--- src/rtl/cc1200_gpio_bank.sv ---
// GPIO bank for the CC1200 radio channels: synchronised, glitch-filtered pad
// inputs with edge-capture status, per-channel interrupts and a small register file.

module cc1200_gpio_pin #(
    parameter int SYNC_STAGES = 2,
    parameter int FILT_LEN    = 1
) (
    input  logic sysclk,
    input  logic rst,
    input  logic pad,
    output logic f,
    output logic upd
);
    logic [SYNC_STAGES-1:0] sync;
    logic [7:0]             cnt;
    logic                   s;

    assign s   = sync[SYNC_STAGES-1];
    // upd marks the edge on which f takes the new value, so it doubles as the edge strobe
    assign upd = (s != f) && (cnt == 8'(FILT_LEN - 1));

    always_ff @(posedge sysclk) begin
        if (rst) begin
            sync <= '0;
            cnt  <= '0;
            f    <= 1'b0;
        end else begin
            sync <= {sync[SYNC_STAGES-2:0], pad};
            if (s == f) begin
                cnt <= '0;
            end else if (upd) begin
                f   <= s;
                cnt <= '0;
            end else begin
                cnt <= cnt + 8'd1;
            end
        end
    end
endmodule

module cc1200_gpio_bank #(
    parameter int NCH         = 4,
    parameter int NPIN        = 4,
    parameter int SYNC_STAGES = 2,
    parameter int FILT_LEN    = 1
) (
    input  logic                sysclk,
    input  logic                rst,
    input  logic                reg_wr,
    input  logic                reg_rd,
    input  logic [2:0]          reg_addr,
    input  logic [31:0]         reg_wdata,
    output logic [31:0]         reg_rdata,
    output logic                reg_rvalid,
    input  logic [NCH*NPIN-1:0] gpio_in,
    output logic [NCH*NPIN-1:0] gpio_out,
    output logic [NCH*NPIN-1:0] gpio_oen,
    output logic [NCH-1:0]      irq
);
    localparam int W = NCH * NPIN;

    logic [W-1:0]   out_r, oen_r, rise_en, fall_en, status, irq_en;
    logic [W-1:0]   f_vec, upd_vec, set_v, w1c, wd;
    logic [NCH-1:0] irq_nxt;
    logic [31:0]    rd_mux;

    assign gpio_out = out_r;
    assign gpio_oen = oen_r;
    assign wd       = reg_wdata[W-1:0];

    generate
        if (W < 32) begin : g_unused
            logic unused_wdata;
            assign unused_wdata = ^reg_wdata[31:W];
        end
    endgenerate

    genvar gi;
    generate
        for (gi = 0; gi < W; gi++) begin : g_pin
            cc1200_gpio_pin #(
                .SYNC_STAGES(SYNC_STAGES),
                .FILT_LEN   (FILT_LEN)
            ) u_pin (
                .sysclk(sysclk),
                .rst   (rst),
                .pad   (gpio_in[gi]),
                .f     (f_vec[gi]),
                .upd   (upd_vec[gi])
            );
        end
        for (gi = 0; gi < NCH; gi++) begin : g_irq
            assign irq_nxt[gi] = |(status[gi*NPIN +: NPIN] & irq_en[gi*NPIN +: NPIN]);
        end
    endgenerate

    // f still holds the old level on the update edge: 0 means rising, 1 means falling
    assign set_v = upd_vec & ((~f_vec & rise_en) | (f_vec & fall_en));
    assign w1c   = (reg_wr && reg_addr == 3'd5) ? wd : '0;

    always_comb begin
        rd_mux = '0;
        case (reg_addr)
            3'd0:    rd_mux[W-1:0] = out_r;
            3'd1:    rd_mux[W-1:0] = oen_r;
            3'd2:    rd_mux[W-1:0] = f_vec;
            3'd3:    rd_mux[W-1:0] = rise_en;
            3'd4:    rd_mux[W-1:0] = fall_en;
            3'd5:    rd_mux[W-1:0] = status;
            3'd6:    rd_mux[W-1:0] = irq_en;
            default: rd_mux = {16'd0, 8'(FILT_LEN), 4'(NCH), 4'(NPIN)};
        endcase
    end

    always_ff @(posedge sysclk) begin
        if (rst) begin
            out_r      <= '0;
            oen_r      <= '0;
            rise_en    <= '0;
            fall_en    <= '0;
            status     <= '0;
            irq_en     <= '0;
            irq        <= '0;
            reg_rdata  <= '0;
            reg_rvalid <= 1'b0;
        end else begin
            if (reg_wr) begin
                case (reg_addr)
                    3'd0:    out_r   <= wd;
                    3'd1:    oen_r   <= wd;
                    3'd3:    rise_en <= wd;
                    3'd4:    fall_en <= wd;
                    3'd6:    irq_en  <= wd;
                    default: ;
                endcase
            end
            // set term is OR'd last so a new edge beats a same-cycle clear
            status     <= (status & ~w1c) | set_v;
            irq        <= irq_nxt;
            reg_rvalid <= reg_rd;
            reg_rdata  <= reg_rd ? rd_mux : '0;
        end
    end
endmodule
--- config.mk ---
export PLATFORM = sky130hd
export DESIGN_NAME = cc1200_gpio_bank
export DESIGN_NICKNAME = d
export VERILOG_FILES = /design/src/rtl/cc1200_gpio_bank.sv
export SDC_FILE = /design/constraint.sdc
export NUM_CORES = 1
export LEC_CHECK = 0
export BUFFER_PORTS_ARGS = -buffer_cell sky130_fd_sc_hd__buf_2
export CORE_MARGIN = 4
export CORE_UTILIZATION = 30
export DETAILED_ROUTE_END_ITERATION = 6
export PLACE_DENSITY = 0.53
export RECOVER_POWER = 100
export SYNTH_ARGS = -nofsm -noshare
export SYNTH_HDL_FRONTEND = slang
export SYNTH_SLANG_ARGS = --single-unit
--- constraint.sdc ---
create_clock -name sysclk -period 3.25 [get_ports sysclk]
set_clock_uncertainty 0.05 [all_clocks]
set_input_delay 0.8125 -clock sysclk [delete_from_list [all_inputs] [get_ports sysclk]]
set_output_delay 0.8125 -clock sysclk [all_outputs]
set_load 0.01 [all_outputs]
After elaboration in Yosys (flattened, before gate mapping)
Index checks and enable logic that the tools add are counted.
Storage, ports and cells
  register bits: 309
  input bits: 55
  output and inout port bits: 69
  logic and storage cells: 219
Operators by class
  add/subtract/negate cells: 16
  equality and inequality tests: 38
  multiplexer cells: 2
  bitwise gates (word level): 29
  reductions and logical operators: 76
Operators with widths (number)
  $add A8 B1 Y8 const B: 16
  $logic_not A8 Y1: 16
  $pmux W16 S7: 1
  $and A16 B16 Y16: 4
  $reduce_or A3 Y1: 16
  $reduce_and A2 Y1: 21
  $not A16 Y16: 2
  $or A16 B16 Y16: 2
  $logic_and A1 B1 Y1: 17
  $not A1 Y1: 17
  $and A4 B4 Y4: 4
  $eq A1 B1 Y1: 16
  $mux W16: 1
  $ne A1 B1 Y1: 16
  $reduce_or A4 Y1: 4
  $eq A3 B3 Y1 const B: 3
  $eq A3 B2 Y1 const B: 2
  $eq A3 B1 Y1 const B: 1
  $logic_not A3 Y1: 1
  $reduce_or A2 Y1: 1

Depth between registers and ports, before layout
Gate-level depths: netlist of the first run.
  depth after elaboration: 6
  depth in mapped cells: 7
  mapped depth without buffers: 5

Modules after synthesis
From an unflattened synthesis of the first run, not the netlist that was laid out.
Second synthesis, totals
  cells, all modules: 1472
  area total of the unflattened synthesis: 13168.9 sq um
Modules (own cells, without submodules)
  cc1200_gpio_pin: times used 16, cells each 52, area each 485.5 sq um, seq. area each 220.2 sq um
  cc1200_gpio_bank: times used 1, cells each 640, area each 5401.4 sq um, seq. area each 2342.2 sq um

Least setup slack after synthesis of the first run
No wires, ideal clock.
  path kind: input-to-reg
  from: input reg_addr[1]
  to: register out_r[10], in the netlist gpio_out[10]
  library setup time: 0.132 ns
  data arrival time: 1.833 ns
  data required time: 3.068 ns
  slack: 1.235 ns
  stages on the path: 6
  path buffers: 3
  cell sequence: buf_4 -> or4b_1 -> clkbuf_2 -> buf_2 -> nand2_1 -> a21oi_1
Between the ends
  word-level cells in the longest chain between the ends: 2
RTL lines
  start, declared: line 51  | input logic [2:0] reg_addr,
  $logic_not A3 Y1: line 128  | case (reg_addr)
  $reduce_and A2 Y1 (no line)
  end signal, assigned: line 129  | 3'd0: out_r <= wd;
  end, declared: line 62  | logic [W-1:0] out_r, oen_r, rise_en, fall_en, status, irq_en;
No other way between the ends.
A chain may end at the register's enable or synchronous reset.

Final worst setup path of the first run
  from: input rst
  to: register reg_rdata[1]
Between the ends
  word-level cells in the longest chain between the ends: 1
RTL lines
  start, declared: line 48  | input logic rst,
  $reduce_or A2 Y1 (no line)
  end signal, assigned: line 141  | reg_rdata <= reg_rd ? rd_mux : '0;
  end, declared: line 53  | output logic [31:0] reg_rdata,
No other way between the ends.

==> run_results.csv, run 1 <==
group,metric,value,unit
pwr,p_sw_share,21.9,%
global_route,grt-ovfl-total,0,
clock_tree,clock_path_buffers,3,
setup_path,slowest_stage,"clkbuf_1",
floorplan,die-area,0.0456,mm^2
pwr,powerDensity,539,mW/mm^2
clock_tree,post_cts_resize_count,0,
global_route,grt_pass1_vias,9756,
logic_synthesis,synth_flop_cell,"dfxtp_1",
timing,fin_ws,0.654,ns
layout,seq_area,0.00587,mm^2
detailed_routing,routed_wl,33500,um
layout,fillers,4308,
pwr,leakagePower,4.98,nW
timing,maxSlewViolCount,0,
pwr,peakVddDrop,0.000389,V
floorplan,dieHeight,213,um
clock_tree,cts_hold_buf,0,
layout,nets,1625,
timing,fin_tns_setup,0,ns
logic_synthesis,ys_types,52,
setup_path,cp-end-kind,"flop",
setup_path,path_delay_family,"buffers and inverters",
detailed_routing,drt_iter0_markers,613,
layout,drive_gt1_share,10.3,%
pwr,report.power.total,0.00794,W
logic_synthesis,syn_inst,1442,
logic_synthesis,syn_area,0.0127,mm^2
timing,finalCriticalPeriod,2.60,ns
layout,multiInputGateArea,0.00614,mm^2
setup_path,critPathMaxFanout,21,
timing,relSlewSlack,13.3,%
floorplan,initial_utilization,30.7,%
timing,whs,0.385,ns
setup_path,cp_common_cell,"clkbuf_1",
pwr,combPwrFrac,3.8,%
pwr,internal_power,0.00620,W
global_route,grt_first_pass_wirelength,52900,um
logic_synthesis,seq_area_frac_synth,46.3,%
setup_path,cp-start-kind,"primary input",
timing,fmax,385,MHz
timing,hold_viol,0,
setup_path,crit_required,3.58,ns
placed_design,port_buffers,91,
worst_hold_path,hold_class,"flop to flop",
logic_synthesis,yosysWarnings,0,
detailed_routing,wire_per_inst,16.0,um
clock_tree,cts_setup_buffers,0,
detailed_routing,vias,10400,
setup_path,critPathMaxStageDelay,0.92,ns
global_route,antenna_found_initial,4,
global_route,grt_max_degree,83,
logic_synthesis,syn_area_per_cell,8.78,um^2
detailed_routing,vias_per_cell,4.95,
floorplan,pin_count,124,
detailed_routing,dr.pass1.iters,5,
placed_design,post-dp-hpwl,23200,um
clock_tree,clock-root-buffer,"clkbuf_16",
detailed_routing,ant_nets,0,
timing,rsz0062_at_grt,"no",
pwr,clockPowerShare,49.8,%
timing,worstMarginPinSlew,1.30,ns
global_route,grt_usage,14.4,%
logic_synthesis,synth_edf_count,0,
logic_synthesis,async_flop_share,0,%
placed_design,place.gp.congestion,0.836,
placed_design,dp_slack,0.528,ns
pwr,power_frac_seq,46.4,%
setup_path,cp.buffers_inverters,2,
logic_synthesis,synth_seq_cells,293,
clock_tree,htreeDepth,2,
timing,setup_viol,0,
timing,min_period_over_period,79.9,%
floorplan,core_area,0.0413,mm^2
status,outcome,"finished clean",
clock_tree,cts_sinks,293,
floorplan,row_count,74,
clock_tree,cts_tree,"yes",
setup_path,crit_arrival,2.92,ns
setup_path,crit_chain,"clkbuf_1 -> nor2b_1 -> nand2_1 -> clkbuf_1 -> a21oi_1",
run,drv_cap,0,
pwr,power.switching,0.00173,W
setup_path,crit_type,"primary input to flop",
clock_tree,worstSkewPairLatency,0.51,ns
floorplan,die_w,213,um
layout,syn_to_final_growth,16.4,%
detailed_routing,drc_errors,0,
clock_tree,path_clk_slew,0.05,ns
clock_tree,numCtsBuffers,35,
[routing by layer]
metal  vias to the layer above  GRT usage (%)  share of wire (%)
met4                         4           3.86                2.4
met1                      4918           20.2                 48
met2                       214           22.6                 44
met5                         -              0              0.063
met3                        53           3.20                6.0
li1                       5190              -                  -
[power by group through the flow]
stage	Sequential [W]	Combinational (W)	Clock [W]
4_1_cts	0.00368	0.000311	0.00407
6_report	0.00368	0.000305	0.00395
2_1_floorplan	0.00375	0.000199	0
3_3_place_gp	0.00376	0.000307	0
3_5_place_dp	0.00376	0.000310	0
5_1_grt	0.00369	0.000335	0.00420
[synthesized netlist by cell type (5+ instances only)]
master | instances | area share (%)
buf_4 | 22 | 1.3
a31oi_1 | 8 | 0.40
dfxtp_1 | 293 | 46
nor2_1 | 77 | 2.3
a211o_1 | 16 | 1.1
buf_6 | 5 | 0.44
xnor2_1 | 29 | 2.0
a222oi_1 | 6 | 0.47
nand2_1 | 193 | 5.7
a21oi_1 | 174 | 6.9
inv_1 | 82 | 2.4
clkbuf_2 | 6 | 0.24
nand3b_1 | 8 | 0.47
nor3_1 | 12 | 0.47
nor3b_1 | 7 | 0.42
nor4b_1 | 6 | 0.42
or3_1 | 53 | 2.6
buf_2 | 13 | 0.51
a32oi_1 | 20 | 1.4
nand3_1 | 74 | 2.9
nor4_1 | 7 | 0.35
xor2_1 | 35 | 2.4
mux2_2 | 29 | 2.6
nor2b_1 | 35 | 1.7
o211ai_1 | 15 | 0.89
a22oi_1 | 9 | 0.53
a21bo_2 | 12 | 0.95
clkbuf_1 | 20 | 0.59
ha_1 | 32 | 3.2
and3b_1 | 26 | 1.8
o21ai_0 | 67 | 2.6
nand4_1 | 15 | 0.74
[cells in the final DEF, fill, tap and decap left out, drive strengths merged, types with 6 or more instances in the layout]
master	n
nor3	12
nor3b	7
nand3	74
and3b	26
dfxtp	293
a31oi	8
nor2b	35
clkinv	6
ha	32
buf	56
xnor2	29
nor2	77
clkbuf	111
xor2	35
o21ai	67
or3	53
inv	82
a222oi	6
nand2	193
o211ai	15
a211o	17
nor4	7
nor4b	7
a21bo	12
a22oi	9
conb	16
nand3b	8
a21oi	174
mux2	29
nand4	15
a32oi	20
[cell families (layout without fill, tap and decap cells)]
| logic type | after synthesis | in the layout | share of synthesized area, % |
|---|---|---|---|
| xor+xnor | 64 | 64 | 4.43 |
| fa+ha+maj | 32 | 32 | 3.16 |
| buf+inv | 152 | 257 | 5.68 |
| other cells | 1 | 18 | 0.0296 |
| compound gates | 331 | 331 | 15.5 |
| mux | 31 | 31 | 2.94 |
| simple gates | 538 | 538 | 21.9 |
| flops | 293 | 293 | 46.3 |
[registers in the layout, summed over array words and instances, names as in the netlist]
name / count
g_pin.u_pin.cnt: 128
g_pin.u_pin.f: 16
irq_en: 16
reg_rvalid: 1
gpio_out: 16
reg_rdata: 16
status: 16
irq: 4
rise_en: 16
fall_en: 16
g_pin.u_pin.sync: 32
gpio_oen: 16
[cell type report]
| type | instances | area share (%) |
|---|---|---|
| Clock buffer | 53 | 7.37 |
| Sequential cell | 293 | 39.8 |
| Timing Repair Buffer | 114 | 3.87 |
| Tap cell | 532 | 4.52 |
| Antenna cell | 2 | 0.0340 |
| Clock inverter | 8 | 0.611 |
| Multi-Input combinational cell | 1012 | 41.7 |
| Inverter | 82 | 2.09 |
[per-stage QoR]
| step | area (um^2) | util (%) | cells |
|---|---|---|---|
| 4_1_cts | 14800 | 35.9 | 2094 |
| 2_1_floorplan | 12700 | - | 1457 |
| 3_5_place_dp | 13600 | 33.0 | 2033 |
| 6_report | 14700 | 35.7 | 2096 |
| 3_3_place_gp | 13600 | 33.0 | 2033 |
| 5_1_grt | 14700 | 35.7 | 2095 |
[final timing paths]
kind | startpoint | to | slack [ns] | depth (start not counted)
worst max-delay path | rst | reg_rdata[1]$_SDFF_PP0_ | 0.65 | 5
worst min-delay path | g_pin[5].u_pin.sync[0]$_SDFF_PP0_ | g_pin[5].u_pin.sync[1]$_SDFF_PP0_ | 0.38 | 1
worst max register to register | g_pin[6].u_pin.cnt[0]$_SDFF_PP0_ | g_pin[6].u_pin.cnt[2]$_SDFF_PP0_ | 1.41 | 5
worst min register to register | g_pin[5].u_pin.sync[0]$_SDFF_PP0_ | g_pin[5].u_pin.sync[1]$_SDFF_PP0_ | 0.38 | 1
Power figures use the tool's default switching activity.
==> inputs of run 2 (changes only) <==
- PLACE_DENSITY: 0.53 -> 0.55
- clock period: 3.25 -> 2.35 ns (I/O delays scaled with it)
==> run 2 against run 1 <==
  * First-iteration DRC count up 16%
  * Highest routed layer unchanged
  * Non-clock buffer count is 21 higher
  * Cell count up 1.1%
  * Critical endpoint is now irq_en[13]$_SDFFE_PP0P_
  * Combinational power increased by 42%
  * Worst hold slack worse by 0.16 ns
  * Clock power rose by 42%
==> run_results.csv, run 2 (synthesized netlist as in run 1, its figures left out) <==
group,metric,value,unit
setup_path,cp-start-kind,"primary input",
detailed_routing,dr.pass1.iters,7,
floorplan,row_count,74,
placed_design,port_buffers,91,
layout,fillers,4318,
placed_design,dp_cells,2054,
global_route,grt_use_met3,3.72,%
global_route,grt_usage,14.6,%
detailed_routing,ant_nets,0,
layout,largest_reg_flops,128,
pwr,report.power.total,0.0111,W
floorplan,pin_count,124,
setup_path,cp-end-kind,"flop",
timing,maxSlewViolCount,0,
detailed_routing,routed_wl,33700,um
worst_hold_path,hold_class,"primary input to flop",
layout,regMostFlops,"g_pin.u_pin.cnt",
detailed_routing,drc_errors,0,
clock_tree,cts_sinks,293,
pwr,peakVddDrop,0.000440,V
layout,seq_area,0.00587,mm^2
floorplan,dieHeight,213,um
layout,nets,1646,
run,drv_cap,0,
clock_tree,clock-root-buffer,"clkbuf_16",
global_route,grt_util_met2,23.2,%
detailed_routing,vias,10500,
pwr,powerDensity,749,mW/mm^2
layout,fin_util,36.0,%
detailed_routing,vias_per_cell,4.95,
timing,setup_viol,0,
timing,fin_tns_setup,0,ns
clock_tree,post_cts_resize_count,0,
clock_tree,numCtsBuffers,35,
timing,rsz0062_at_grt,"no",
detailed_routing,wire_per_inst,15.9,um
layout,drive_gt1_share,10.8,%
timing,fmax,498,MHz
setup_path,r2r_cells,5,
setup_path,crit_arrival,2.33,ns
layout,multiInputGateArea,0.00614,mm^2
global_route,top_usage_layer,"met2",
clock_tree,cts_hold_buf,0,
worst_hold_path,hold_depth,2,
clock_tree,cts_tree,"yes",
layout,final_cells,2119,
floorplan,initial_utilization,30.7,%
global_route,antenna_found_initial,7,
clock_tree,cts_setup_buffers,0,
timing,worstMarginPinSlew,1.06,ns
layout,final_common_cell,"dfxtp_1",
placed_design,post-dp-hpwl,24200,um
clock_tree,path_clk_slew,0.06,ns
clock_tree,clock_path_buffers,3,
layout,largestRegisters,"g_pin.u_pin.cnt x128, g_pin.u_pin.sync x32",
layout,syn_to_final_growth,17.3,%
status,outcome,"finished clean",
setup_path,crit_type,"primary input to flop",
timing,hold_viol,0,
layout,final_cell_mix,"dfxtp_1 (293), nand2_1 (193), a21oi_1 (174)",
global_route,grt_pass1_vias,10000,
global_route,grt_first_pass_wirelength,53700,um
timing,min_period_over_period,85.4,%
clock_tree,htreeDepth,2,
setup_path,crit_required,2.68,ns
detailed_routing,drt_iter0_markers,712,
floorplan,die_w,213,um
floorplan,die-area,0.0456,mm^2
global_route,grtUsageMet1,19.9,%
placed_design,place.gp.congestion,0.823,
floorplan,core_area,0.0413,mm^2
timing,finalCriticalPeriod,2.01,ns
global_route,grt_max_degree,37,
clock_tree,worstSkewPairLatency,0.52,ns
setup_path,critPathMaxFanout,22,
global_route,grt-ovfl-total,0,
timing,relSlewSlack,29.2,%
pwr,leakagePower,5.04,nW
-- run 2: worst paths after layout --
path | from | endpoint | slack, ns
max | reg_addr[0] | irq_en[13]$_SDFFE_PP0P_ | 0.34
min | gpio_in[12] | g_pin[12].u_pin.sync[0]$_SDFF_PP0_ | 0.22
max reg2reg | g_pin[6].u_pin.cnt[0]$_SDFF_PP0_ | g_pin[6].u_pin.cnt[2]$_SDFF_PP0_ | 0.49
min reg2reg | g_pin[15].u_pin.sync[0]$_SDFF_PP0_ | g_pin[15].u_pin.sync[1]$_SDFF_PP0_ | 0.38
-- run 2: layout make-up --
class / count / share of cell area, %
clock buffer: 51 / 6.99
tap: 532 / 4.48
inverter: 82 / 2.07
clock inverter: 12 / 1.08
timing repair buffer: 135 / 4.47
antenna: 2 / 0.0337
multi-input combinational: 1012 / 41.4
sequential: 293 / 39.5
-- run 2: stage by stage --
step | hold slack, ns | area, um^2 | setup slack (ns)
finish | 0.224 | 14800 | 0.343
floorplan | 0.364 | 12700 | 0.560
global route | 0.229 | 14800 | 0.193
CTS | 0.205 | 15000 | 0.500
global placement | 0.374 | 13800 | 0.0862
detailed placement | 0.375 | 13800 | 0.0568
-- run 2: report_power, final --
part | switching [W] | internal, W
Combinational | 0.000281 | 0.000153
Clock | 0.00208 | 0.00350
Sequential | 0.0000566 | 0.00504
Total | 0.00242 | 0.00869
-- run 2: worst max-delay path: stages --
cell	delay [ns]
buf_2	0.45
clkbuf_1	0.51
and4b_1	0.53
nand2_1	0.18
a21oi_1	0.07
-- run 2: layer usage --
layer / share of wire (%) / routed length (um)
met1: 46 / 15600
met2: 45 / 15000
met3: 7.2 / 2420
met4: 2.0 / 660
met5: 0.17 / 58
